### src/rtl/store_merge_rmw.sv
// store_merge_rmw: sub-word store unit for a word-only data RAM.
// SW is written directly; SB/SH read the word, merge the addressed lane(s)
// (big-endian lane order) and write the word back.
//
// state | meaning
// IDLE  | ready for a request
// READ  | read strobe to RAM for the target word
// MERGE | RAM data valid, replace addressed lane(s)
// WRITE | write strobe, store complete (done)
// ERR   | rejected request (misaligned or illegal size)
module store_merge_rmw #(
  parameter int ADDR_W = 30
) (
  input  logic              clk,
  input  logic              rst_n,
  input  logic              req_valid,
  output logic              req_ready,
  input  logic [31:0]       req_addr,
  input  logic [1:0]        req_size,
  input  logic [31:0]       req_data,
  output logic              done,
  output logic              err,
  output logic [ADDR_W-1:0] mem_addr,
  output logic              mem_rd,
  input  logic [31:0]       mem_rdata,
  output logic              mem_wr,
  output logic [31:0]       mem_wdata
);

  localparam logic [1:0] SZ_BYTE = 2'b00;
  localparam logic [1:0] SZ_HALF = 2'b01;
  localparam logic [1:0] SZ_WORD = 2'b10;

  typedef enum logic [2:0] {
    S_IDLE  = 3'd0,
    S_READ  = 3'd1,
    S_MERGE = 3'd2,
    S_WRITE = 3'd3,
    S_ERR   = 3'd4
  } state_t;

  state_t state, state_nxt;

  logic [ADDR_W-1:0] waddr_q;
  logic [1:0]        lane_q;
  logic [1:0]        size_q;
  logic [31:0]       data_q;
  logic [31:0]       merge_q;
  logic [31:0]       merged;
  logic              legal;
  logic              accept;

  assign accept = req_valid && (state == S_IDLE);

  // Alignment / size legality of the incoming request
  always_comb begin
    legal = 1'b0;
    case (req_size)
      SZ_BYTE: legal = 1'b1;
      SZ_HALF: legal = ~req_addr[0];
      SZ_WORD: legal = (req_addr[1:0] == 2'b00);
      default: legal = 1'b0;
    endcase
  end

  // State register
  always_ff @(posedge clk or negedge rst_n) begin
    if (!rst_n) state <= S_IDLE;
    else        state <= state_nxt;
  end

  // Next-state logic
  always_comb begin
    state_nxt = state;
    case (state)
      S_IDLE: begin
        if (req_valid) begin
          if (!legal)                 state_nxt = S_ERR;
          else if (req_size == SZ_WORD) state_nxt = S_WRITE;
          else                        state_nxt = S_READ;
        end
      end
      S_READ:  state_nxt = S_MERGE;
      S_MERGE: state_nxt = S_WRITE;
      S_WRITE: state_nxt = S_IDLE;
      S_ERR:   state_nxt = S_IDLE;
      default: state_nxt = S_IDLE;
    endcase
  end

  // Output decode: strobes and pulses come from state only
  always_comb begin
    req_ready = 1'b0;
    mem_rd    = 1'b0;
    mem_wr    = 1'b0;
    done      = 1'b0;
    err       = 1'b0;
    case (state)
      S_IDLE:  req_ready = 1'b1;
      S_READ:  mem_rd = 1'b1;
      S_WRITE: begin
        mem_wr = 1'b1;
        done   = 1'b1;
      end
      S_ERR:   err = 1'b1;
      default: ;
    endcase
  end

  // Lane replacement of the read word; untouched lanes pass through
  always_comb begin
    merged = mem_rdata;
    if (size_q == SZ_HALF) begin
      if (lane_q[1]) merged[15:0]  = data_q[15:0];
      else           merged[31:16] = data_q[15:0];
    end else begin
      case (lane_q)
        2'b00:   merged[31:24] = data_q[7:0];
        2'b01:   merged[23:16] = data_q[7:0];
        2'b10:   merged[15:8]  = data_q[7:0];
        default: merged[7:0]   = data_q[7:0];
      endcase
    end
  end

  // Request latch at acceptance and merge register capture in MERGE
  always_ff @(posedge clk or negedge rst_n) begin
    if (!rst_n) begin
      waddr_q <= '0;
      lane_q  <= '0;
      size_q  <= '0;
      data_q  <= '0;
      merge_q <= '0;
    end else begin
      if (accept) begin
        waddr_q <= req_addr[ADDR_W+1:2];
        lane_q  <= req_addr[1:0];
        size_q  <= req_size;
        data_q  <= req_data;
      end
      if (state == S_MERGE) merge_q <= merged;
    end
  end

  assign mem_addr  = waddr_q;
  assign mem_wdata = (size_q == SZ_WORD) ? data_q : merge_q;

endmodule

### config.mk
export PLATFORM = sky130hd
export DESIGN_NAME = store_merge_rmw
export DESIGN_NICKNAME = d
export VERILOG_FILES = /design/src/rtl/store_merge_rmw.sv
export SDC_FILE = /design/constraint.sdc
export NUM_CORES = 1
export LEC_CHECK = 0
export CORE_MARGIN = 3
export CORE_UTILIZATION = 47
export CTS_CLUSTER_DIAMETER = 60
export DETAILED_ROUTE_END_ITERATION = 7
export HOLD_SLACK_MARGIN = 0.08
export PLACE_DENSITY = 0.81
export SYNTH_ARGS = -nofsm -noshare
export SYNTH_HDL_FRONTEND = slang
export SYNTH_SLANG_ARGS = --single-unit
### constraint.sdc
create_clock -name clk -period 1.7 [get_ports clk]
set_input_delay 0.255 -clock clk [delete_from_list [all_inputs] [get_ports clk]]
set_output_delay 0.255 -clock clk [all_outputs]
set_load 0.005 [all_outputs]
==> results of run 1 <==
==> cell type report <==
class / instances / share of cell area
multi-input cells: 372 / 0.3447
flip-flops and latches: 101 / 0.3168
repair buffers: 225 / 0.2887
well taps: 140 / 0.02192
clock buffers: 11 / 0.01769
clock inverters: 5 / 0.01018
==> cell usage after synthesis, types with 2 or more instances <==
cell / n
clkbuf_1: 23
buf_6: 4
a21oi_1: 16
mux2_2: 38
nand2b_1: 4
a22o_1: 16
mux2i_1: 31
buf_12: 3
mux2_4: 25
nand2_1: 169
o221ai_1: 15
dfrtp_1: 101
buf_2: 8
buf_4: 4
o21ai_0: 23
nor3b_1: 2
nand3_1: 16
nor2b_1: 3
nor2_1: 2
==> power breakdown <==
part	switching (mW)	internal [mW]
Sequential	0.999	3.65
Combinational	4.13	5.33
Clock	0.865	0.873
Total	5.99	9.85
==> critical path, stage by stage (launching register included) <==
cell     delay [ps]
dfrtp_1         420
buf_6           140
nor2b_4         150
buf_12          120
buf_8           100
buf_8           120
nand2_2          50
nand2_1          70
buf_2           110
==> registers in the layout (all words and copies together) (netlist names) <==
register,count
mem_addr,30
merge_q,32
data_q,32
size_q,2
state,3
lane_q,2
==> logic make-up after synthesis <==
kind of cell / Yosys count
AND/OR/NAND/NOR: 202
flip-flops: 101
multiplexers: 95
AO/OA/AOI/OAI: 74
buffers and inverters: 45
==> timing repair <==
action                     in CTS  in global routing
gates cloned                    4                  7
setup endpoints to repair      37                128
setup buffers                  18                  3
hold endpoints to repair       28                  0
gates resized for setup       195                 72
pin swaps                      33                 13
hold buffers                    1                  0
==> worst max-delay path by stage <==
| stage | startpoint | end | slack, ps | cells past startpoint |
|---|---|---|---|---|
| floorplan | state[0] | data_q[10] | 90 | 6 |
| global placement | size_q[1] | mem_wdata[30] | 20 | 5 |
| detailed placement | size_q[1] | mem_wdata[21] | -50 | 5 |
| CTS | size_q[0] | mem_wdata[8] | -240 | 8 |
| global route | size_q[0] | mem_wdata[31] | -290 | 8 |
| finish | size_q[0] | mem_wdata[8] | -230 | 8 |
==> per-stage QoR <==
stage	setup WS, ps	power [mW]
after floorplan	89.34	8.942
after global placement	19.22	12.26
after detailed placement	-53.71	12.57
after CTS	-235.6	14.80
after global routing	-289.1	16.85
final	-230.1	15.84
==> layer usage <==
metal / vias up / wire length [µm] / global-route usage
li1: 2151 / - / -
met1: 2314 / 6657 / 0.3137
met2: 245 / 8327 / 0.4313
met3: 28 / 1803 / 0.09891
met4: 0 / 347 / 0.08029
met5: - / 0 / 0
==> impl_metrics.py, run 1 <==
metrics = {
    "place": {
        "hpwl_um": 10810,
        "dp.cells": 808,
        "place.gp.congestion": 0.8271,
        "io_buffers": 167,
        "place_area_um2": 7132,
    },
    "setup_path": {
        "crit_fanout": 6,
        "r2r_slack_ps": -10,
        "endpoint_kind": "primary output",
        "rr_worst_depth": 6,
        "critPathKind": "reg -> out",
        "arrival_ps": 1680,
        "critPathRequiredTime_ps": 1440,
        "timing.rr.end": "mem_addr[24]",
        "start_kind": "register",
        "r2r_start": "state[2]",
    },
    "yosys": {
        "synth_fa_ha_area_frac": 0,
        "synth_xor_area_frac": 0,
        "synth_top_cell_by_area": "dfrtp_1",
        "ys_types": 33,
        "synth_ff_type": "dfrtp_1",
        "synthCells": 517,
        "synthMuxAreaShare": 0.2138,
        "synth_nets": 618,
        "synth.cell_area_um2": 5261,
        "synth_top_area_frac": 0.4804,
        "synth-seq-area-share": 0.4804,
        "synthArstFlopShare": 1.000,
        "synth_edf_count": 0,
        "synth_area_leaders": "dfrtp_1, nand2_1, mux2_2, mux2_4, mux2i_1",
        "synth_compound_area_frac": 0.09417,
        "yosys_warnings": 0,
        "synthSimpleGateAreaFrac": 0.1574,
        "synth-seq-cells": 101,
        "syn_area_per_cell_um2": 10.18,
        "synth_top_family_by_area": "multiplexers",
    },
    "sta": {
        "rsz0062_at_grt": "yes",
        "skew_ps": 11.49,
        "period_minus_slack_ps": 1930,
        "setup_viol": 34,
        "max_freq_mhz": 518.1,
        "fin_ws_ps": -230.1,
        "timing.hold.ws_ps": 319.0,
        "tightest_slew_ps": 483.0,
        "hold_viol_final": 0,
        "setup_tns_ps": -4970,
        "drv_slew": 0,
        "fin_crit_sh": 1.135,
        "slew_headroom": 0.6774,
    },
    "clock_tree": {
        "clk_latency_ps": 390,
        "cts_tree": "built",
        "htreeDepth": 3,
        "cts_root_buffer": "clkbuf_8",
        "cts.sinks": 101,
        "numCtsBuffers": 9,
        "cts.clk_slew.worst_paths_ps": 100,
        "clock_path_buffers": 2,
    },
    "floorplan": {
        "die_w_um": 111.8,
        "rows": 38,
        "die_y_um": 111.8,
        "initial_core_util": 0.4832,
        "core_area_um2": 10890,
        "ioPinCount": 168,
        "dieArea_um2": 12500,
    },
    "hold_path": {
        "hp-class": "in -> async",
    },
    "outcome": {
        "violations": "negative setup slack",
        "status": "finished with violations",
    },
    "detailed_routing": {
        "via_count": 4738,
        "drt_wl_total_um": 17140,
        "viasPerCell": 5.548,
        "drc_errors": 0,
        "drtAntennaViolNets": 0,
        "drt_iter0_drc": 340,
        "dr.pass1.iters": 5,
        "wl_per_cell_um": 20.07,
    },
    "layout": {
        "n_fill_cell": 752,
        "multi_input_area_um2": 2755,
        "nNetsFinal": 810,
        "stdcell_count": 854,
        "ff_latch_area_um2": 2532,
        "drive_gt1_frac": 0.3123,
        "final_util": 0.7341,
        "area_growth_pct": 51.91,
        "layout_commonest_cell": "nand2_1",
        "design_area_um2": 7993,
        "final_cell_mix": "nand2_1, clkdlybuf4s50_1, dfrtp_1",
        "antennaDiodeCount": 0,
    },
    "global_route": {
        "grt_max_degree": 65,
        "antenna_found_initial": 0,
        "grt_first_pass_wirelength_um": 25720,
        "grt_overflow": 0,
        "grt_pass1_vias": 4969,
        "grtUsageTotal": 0.2596,
    },
    "power": {
        "leakage_nw": 3.742,
        "vdd_ir_drop_max_mv": 1.317,
        "powerDensity_nw_per_um2": 1982,
    },
    "job": {
        "maxCapViolCount": 0,
    },
}
(Power assumes the default switching activity.)
==> run 2: changes to the inputs <==
--- a/config.mk
+++ b/config.mk
@@ -5,12 +5,15 @@
 export SDC_FILE = /design/constraint.sdc
 export NUM_CORES = 1
 export LEC_CHECK = 0
+export CAP_MARGIN = 15
+export CELL_PAD_IN_SITES_DETAIL_PLACEMENT = 1
+export CELL_PAD_IN_SITES_GLOBAL_PLACEMENT = 2
 export CORE_MARGIN = 3
-export CORE_UTILIZATION = 47
+export CORE_UTILIZATION = 28
 export CTS_CLUSTER_DIAMETER = 60
 export DETAILED_ROUTE_END_ITERATION = 7
 export HOLD_SLACK_MARGIN = 0.08
-export PLACE_DENSITY = 0.81
+export PLACE_DENSITY_LB_ADDON = 0.1
 export SYNTH_ARGS = -nofsm -noshare
 export SYNTH_HDL_FRONTEND = slang
 export SYNTH_SLANG_ARGS = --single-unit
==> run 2 against run 1 <==
The flow still finishes with violations (negative setup slack). Maximum frequency up 3.9%. Worst setup slack better by 73 ps. Die area up 64%. Core utilization down 28 points.
==> impl_metrics.py, run 2 (synthesis gave the netlist of run 1 again) <==
metrics = {
    "outcome": {
        "status": "finished with violations",
        "violations": "negative setup slack",
    },
    "clock_tree": {
        "cts_tree": "built",
        "cts.sinks": 101,
        "cts_root_buffer": "clkbuf_16",
        "numCtsBuffers": 9,
        "clock_path_buffers": 2,
        "clk_latency_ps": 360,
        "htreeDepth": 3,
        "cts.clk_slew.worst_paths_ps": 80,
    },
    "sta": {
        "hold_viol_final": 0,
        "drv_slew": 0,
        "slew_headroom": 0.6259,
        "period_minus_slack_ps": 1857,
        "fin_ws_ps": -157.4,
        "max_freq_mhz": 538.4,
        "setup_viol": 32,
        "tightest_slew_ps": 560.0,
        "skew_ps": 9.502,
        "rsz0062_at_grt": "yes",
        "fin_crit_sh": 1.093,
    },
    "detailed_routing": {
        "drtAntennaViolNets": 0,
        "drt_wl_total_um": 19250,
        "wl_per_cell_um": 20.06,
        "dr.pass1.iters": 4,
        "via_count": 4659,
        "viasPerCell": 4.853,
        "drt_iter0_drc": 162,
        "drc_errors": 0,
    },
    "power": {
        "leakage_nw": 3.809,
        "power_frac_seq": 0.280,
        "combPwrFrac": 0.587,
        "powerDensity_nw_per_um2": 1989,
        "sw_frac_of_total": 0.3776,
        "clkPwrFrac": 0.132,
        "vdd_ir_drop_max_mv": 0.6595,
        "power.net_switching_mw": 6.268,
        "power.internal_mw": 10.33,
    },
    "layout": {
        "multi_input_area_um2": 2688,
        "n_fill_cell": 1998,
        "ff_latch_area_um2": 2532,
        "nNetsFinal": 827,
        "final_cell_mix": "clkdlybuf4s50_1, nand2_1, dfrtp_1",
        "area_growth_pct": 58.64,
        "drive_gt1_frac": 0.3516,
        "layout_commonest_cell": "clkdlybuf4s50_1",
        "stdcell_count": 960,
        "final_util": 0.4584,
        "antennaDiodeCount": 0,
    },
    "floorplan": {
        "rows": 49,
        "initial_core_util": 0.2889,
        "ioPinCount": 168,
        "dieArea_um2": 20470,
        "die_w_um": 143.1,
        "die_y_um": 143.1,
        "core_area_um2": 18210,
    },
    "place": {
        "io_buffers": 167,
        "hpwl_um": 12840,
        "place.gp.congestion": 0.7475,
        "dp.cells": 905,
    },
    "global_route": {
        "grtUsageTotal": 0.1853,
        "grt_max_degree": 65,
        "grt_pass1_vias": 5232,
        "antenna_found_initial": 1,
        "grt_first_pass_wirelength_um": 29190,
        "grt_overflow": 0,
    },
    "hold_path": {
        "hp-class": "in -> async",
    },
    "setup_path": {
        "critPathKind": "reg -> out",
        "arrival_ps": 1600,
        "crit_fanout": 5,
        "endpoint_kind": "primary output",
        "start_kind": "register",
        "critPathRequiredTime_ps": 1440,
    },
    "job": {
        "maxCapViolCount": 0,
    },
}
==> run 2: cell count changes in the layout (fill, tap and decap cells not counted), sizes merged <==
cell         previous run  this run
clkinvlp                1         3
clkinv                  1         0
inv                     1         3
dlygate4sd2             2         3
and2                    2         1
bufinv                  2         1
buf                    86       103
clkbuf                 18        16
==> run 2: what timing repair did <==
action | CTS | global route
endpoints found under the setup margin | 37 | 90
pin swaps | 30 | 10
gates cloned | 6 | 6
hold buffers | 1 | 0
buffers inserted | 24 | 5
endpoints found under the hold margin | 26 | 0
gates resized for setup | 211 | 51
==> run 2: critical path, cell delays in order (launching register included) <==
cell and delay (ps):
dfrtp_1 400, buf_6 120, nor2b_4 120, buf_6 120
buf_8 130, buf_16 140, nand2_4 50, nand2_2 60
buf_6 110
==> run 2: through the flow <==
| step | cell area [µm²] | setup TNS [ps] | power (mW) | hold slack [ps] | setup slack [ps] |
|---|---|---|---|---|---|
| after floorplan | 5261 | 0 | 8.942 | -40.59 | 89.34 |
| after global routing | 8347 | -6347 | 17.88 | 426.7 | -226.0 |
| after CTS | 8010 | -4625 | 16.03 | 400.1 | -173.0 |
| final | 8347 | -3175 | 16.60 | 403.4 | -157.4 |
| after global placement | 7303 | -85.81 | 12.71 | 236.4 | -57.95 |
| after detailed placement | 7303 | -823.0 | 12.91 | 242.8 | -77.39 |
==> run 2: final timing paths <==
check	from	end	slack [ps]	depth (start not counted)
setup / recovery	size_q[1]	mem_wdata[0]	-160	8
hold / removal	rst_n	data_q[30]	400	2
setup reg to reg	size_q[0]	merge_q[23]	-10	6
hold reg to reg	merge_q[17]	merge_q[17]	490	2
max in group asynchronous	rst_n	state[1]	690	3
min in group clk	merge_q[17]	merge_q[17]	490	2
==> run 2: layer usage <==
metal  GRT usage  vias up  share of wire
met5           0        -        0.00068
met4     0.04802        2         0.0085
met3     0.05023       13          0.053
met2      0.3113      112           0.49
met1      0.2365     2340           0.44
li1            -     2192              -
==> run 2: cell type report <==
cell class	instances	area share
well taps	229	0.03433
repair buffers	243	0.3036
clock inverters	7	0.009744
clock buffers	9	0.02698
flip-flops and latches	101	0.3034
multi-input cells	371	0.3220
==> run 2: power by group through the flow <==
stage / Clock [mW] / Sequential [mW] / Combinational [mW]
global route: 2.38 / 4.84 / 10.7
finish: 2.20 / 4.65 / 9.75
global placement: 0 / 4.50 / 8.22
floorplan: 0 / 4.27 / 4.67
CTS: 2.29 / 4.62 / 9.12
detailed placement: 0 / 4.55 / 8.36
==> run 3: changes to the inputs <==
--- a/config.mk
+++ b/config.mk
@@ -8,7 +8,7 @@
 export CAP_MARGIN = 15
 export CELL_PAD_IN_SITES_DETAIL_PLACEMENT = 1
 export CELL_PAD_IN_SITES_GLOBAL_PLACEMENT = 2
-export CORE_MARGIN = 3
+export CORE_MARGIN = 2
 export CORE_UTILIZATION = 28
 export CTS_CLUSTER_DIAMETER = 60
 export DETAILED_ROUTE_END_ITERATION = 7
==> constraint.sdc (replaced) <==
create_clock -name clk -period 1.7 [get_ports clk]
set_input_delay 0.255 -clock clk [delete_from_list [all_inputs] [get_ports clk]]
set_output_delay 0.255 -clock clk [all_outputs]
set_load 0.01 [all_outputs]
==> run 3 against run 2 <==
The run still ends with negative setup slack left. Power decreased by 2.1%. Critical path depth is 1 lower. Cell count fell by 2.4%. Clock skew about the same. Sequential share of layout area rose by 1.3 points. Critical endpoint is now mem_wdata[9].
==> impl_metrics.py, run 3 (synthesis gave the netlist of run 1 again) <==
metrics = {
    "clock_tree": {
        "cts.clk_slew.worst_paths_ps": 70,
        "clk_latency_ps": 360,
        "htreeDepth": 3,
        "cts_tree": "built",
        "cts_root_buffer": "clkbuf_16",
        "numCtsBuffers": 9,
        "cts.sinks": 101,
        "clock_path_buffers": 2,
    },
    "detailed_routing": {
        "drt_iter0_drc": 94,
        "wl_per_cell_um": 18.65,
        "via_count": 4494,
        "dr.pass1.iters": 4,
        "viasPerCell": 4.796,
        "drc_errors": 0,
        "drt_wl_total_um": 17470,
        "drtAntennaViolNets": 0,
    },
    "sta": {
        "period_minus_slack_ps": 1778,
        "hold_viol_final": 0,
        "setup_viol": 25,
        "drv_slew": 0,
        "rsz0062_at_grt": "yes",
        "fin_crit_sh": 1.046,
        "max_freq_mhz": 562.5,
        "fin_ws_ps": -77.69,
        "setup_tns_ps": -997.1,
        "timing.hold.ws_ps": 383.9,
        "slew_headroom": 0.6149,
        "skew_ps": 9.637,
        "tightest_slew_ps": 575.6,
    },
    "floorplan": {
        "rows": 50,
        "initial_core_util": 0.2832,
        "die_y_um": 141.1,
        "die_w_um": 141.1,
        "core_area_um2": 18580,
        "dieArea_um2": 19900,
        "ioPinCount": 168,
    },
    "hold_path": {
        "hp-class": "in -> async",
    },
    "layout": {
        "drive_gt1_frac": 0.3215,
        "stdcell_count": 937,
        "nNetsFinal": 799,
        "final_util": 0.4308,
        "design_area_um2": 8004,
        "layout_commonest_cell": "clkdlybuf4s50_1",
        "area_growth_pct": 52.13,
        "final_cell_mix": "clkdlybuf4s50_1, nand2_1, dfrtp_1",
        "n_fill_cell": 2047,
        "antennaDiodeCount": 0,
    },
    "setup_path": {
        "crit_top_cell": "buf_6",
        "slowest_stage": "dfrtp_1",
        "crit_fanout": 5,
        "worstPathCellList": "nor2b_4 -> buf_6 -> buf_6 -> buf_8 -> nand2_4 -> nand2_4 -> buf_6",
        "rr_worst_depth": 5,
        "r2r_start": "state[2]",
        "slowest_delay_ps": 430,
        "endpoint_kind": "primary output",
        "timing.rr.end": "data_q[6]",
        "start_kind": "register",
        "critPathKind": "reg -> out",
        "r2r_slack_ps": 60,
        "critPathRequiredTime_ps": 1440,
        "arrival_ps": 1520,
    },
    "global_route": {
        "antenna_found_initial": 0,
        "grt_pass1_vias": 4985,
        "grt_overflow": 0,
        "grt_max_degree": 63,
        "grt_first_pass_wirelength_um": 27670,
        "grtUsageTotal": 0.1808,
    },
    "place": {
        "place.gp.congestion": 0.7118,
        "dp.cells": 907,
        "place_area_um2": 7300,
        "hpwl_um": 12470,
        "io_buffers": 167,
        "preCtsSetupSlack_ps": -192.8,
    },
    "power": {
        "powerDensity_nw_per_um2": 2030,
        "fin_total_pwr_mw": 16.25,
        "vdd_ir_drop_max_mv": 0.8105,
        "leakage_nw": 3.618,
    },
    "job": {
        "maxCapViolCount": 0,
    },
    "outcome": {
        "violations": "negative setup slack",
        "status": "finished with violations",
    },
}
-- run 3: cell count changes in the layout (fill, tap and decap cells not counted), sizes merged --
| cell | change |
|---|---|
| buf | -22 |
| clkbuf | -7 |
| clkinv | +2 |
| clkinvlp | -2 |
| dlygate4sd2 | +1 |
-- run 3: report_power, final --
part / switching [mW] / internal (mW)
clock: 1.03 / 1.17
sequential: 1.03 / 3.65
combinational: 4.35 / 5.02
-- run 3: repair_timing --
action                                  CTS  global route
gates resized for setup                 190            67
hold endpoints to repair                 27             0
buffers inserted                         13             2
cloned                                    5             0
endpoints found under the setup margin   37            59
pin swaps                                18            32
hold buffers                              1             0
-- run 3: worst max-delay path: cells and delay by family, from the launching register on --
family / cells / cell delay [ps]
buffers and inverters: 4 / 440
flip-flops: 1 / 430
AND/OR/NAND/NOR: 3 / 300
-- run 3: layout make-up --
class                      count  area (µm²)  share of cell area
multi-input combinational    371        2698              0.3370
sequential                   101        2531              0.3162
timing repair buffer         215        2175              0.2717
tap                          234       292.8             0.03658
clock buffer                   9       225.2             0.02814
clock inverter                 7       82.58             0.01032
-- run 3: metal layers --
layer | GRT usage | wire length [µm] | share of wire | vias to the layer above
li1 | - | - | - | 2130
met1 | 0.2187 | 7381 | 0.42 | 2221
met2 | 0.3117 | 8686 | 0.50 | 124
met3 | 0.05537 | 1119 | 0.064 | 19
met4 | 0.05000 | 285 | 0.016 | 0
met5 | 0 | 0 | 0 | -
-- run 3: worst max path at each step --
stage                         start             to  slack, ps  depth (start not counted)
after CTS                 size_q[1]  mem_wdata[21]       -170                          8
final                     size_q[0]   mem_wdata[9]        -80                          7
after global placement    size_q[1]   mem_wdata[9]       -190                          5
after floorplan            state[0]     data_q[10]         20                          6
after global routing      size_q[0]   mem_wdata[9]       -130                          7
after detailed placement  size_q[1]   mem_wdata[9]       -190                          5
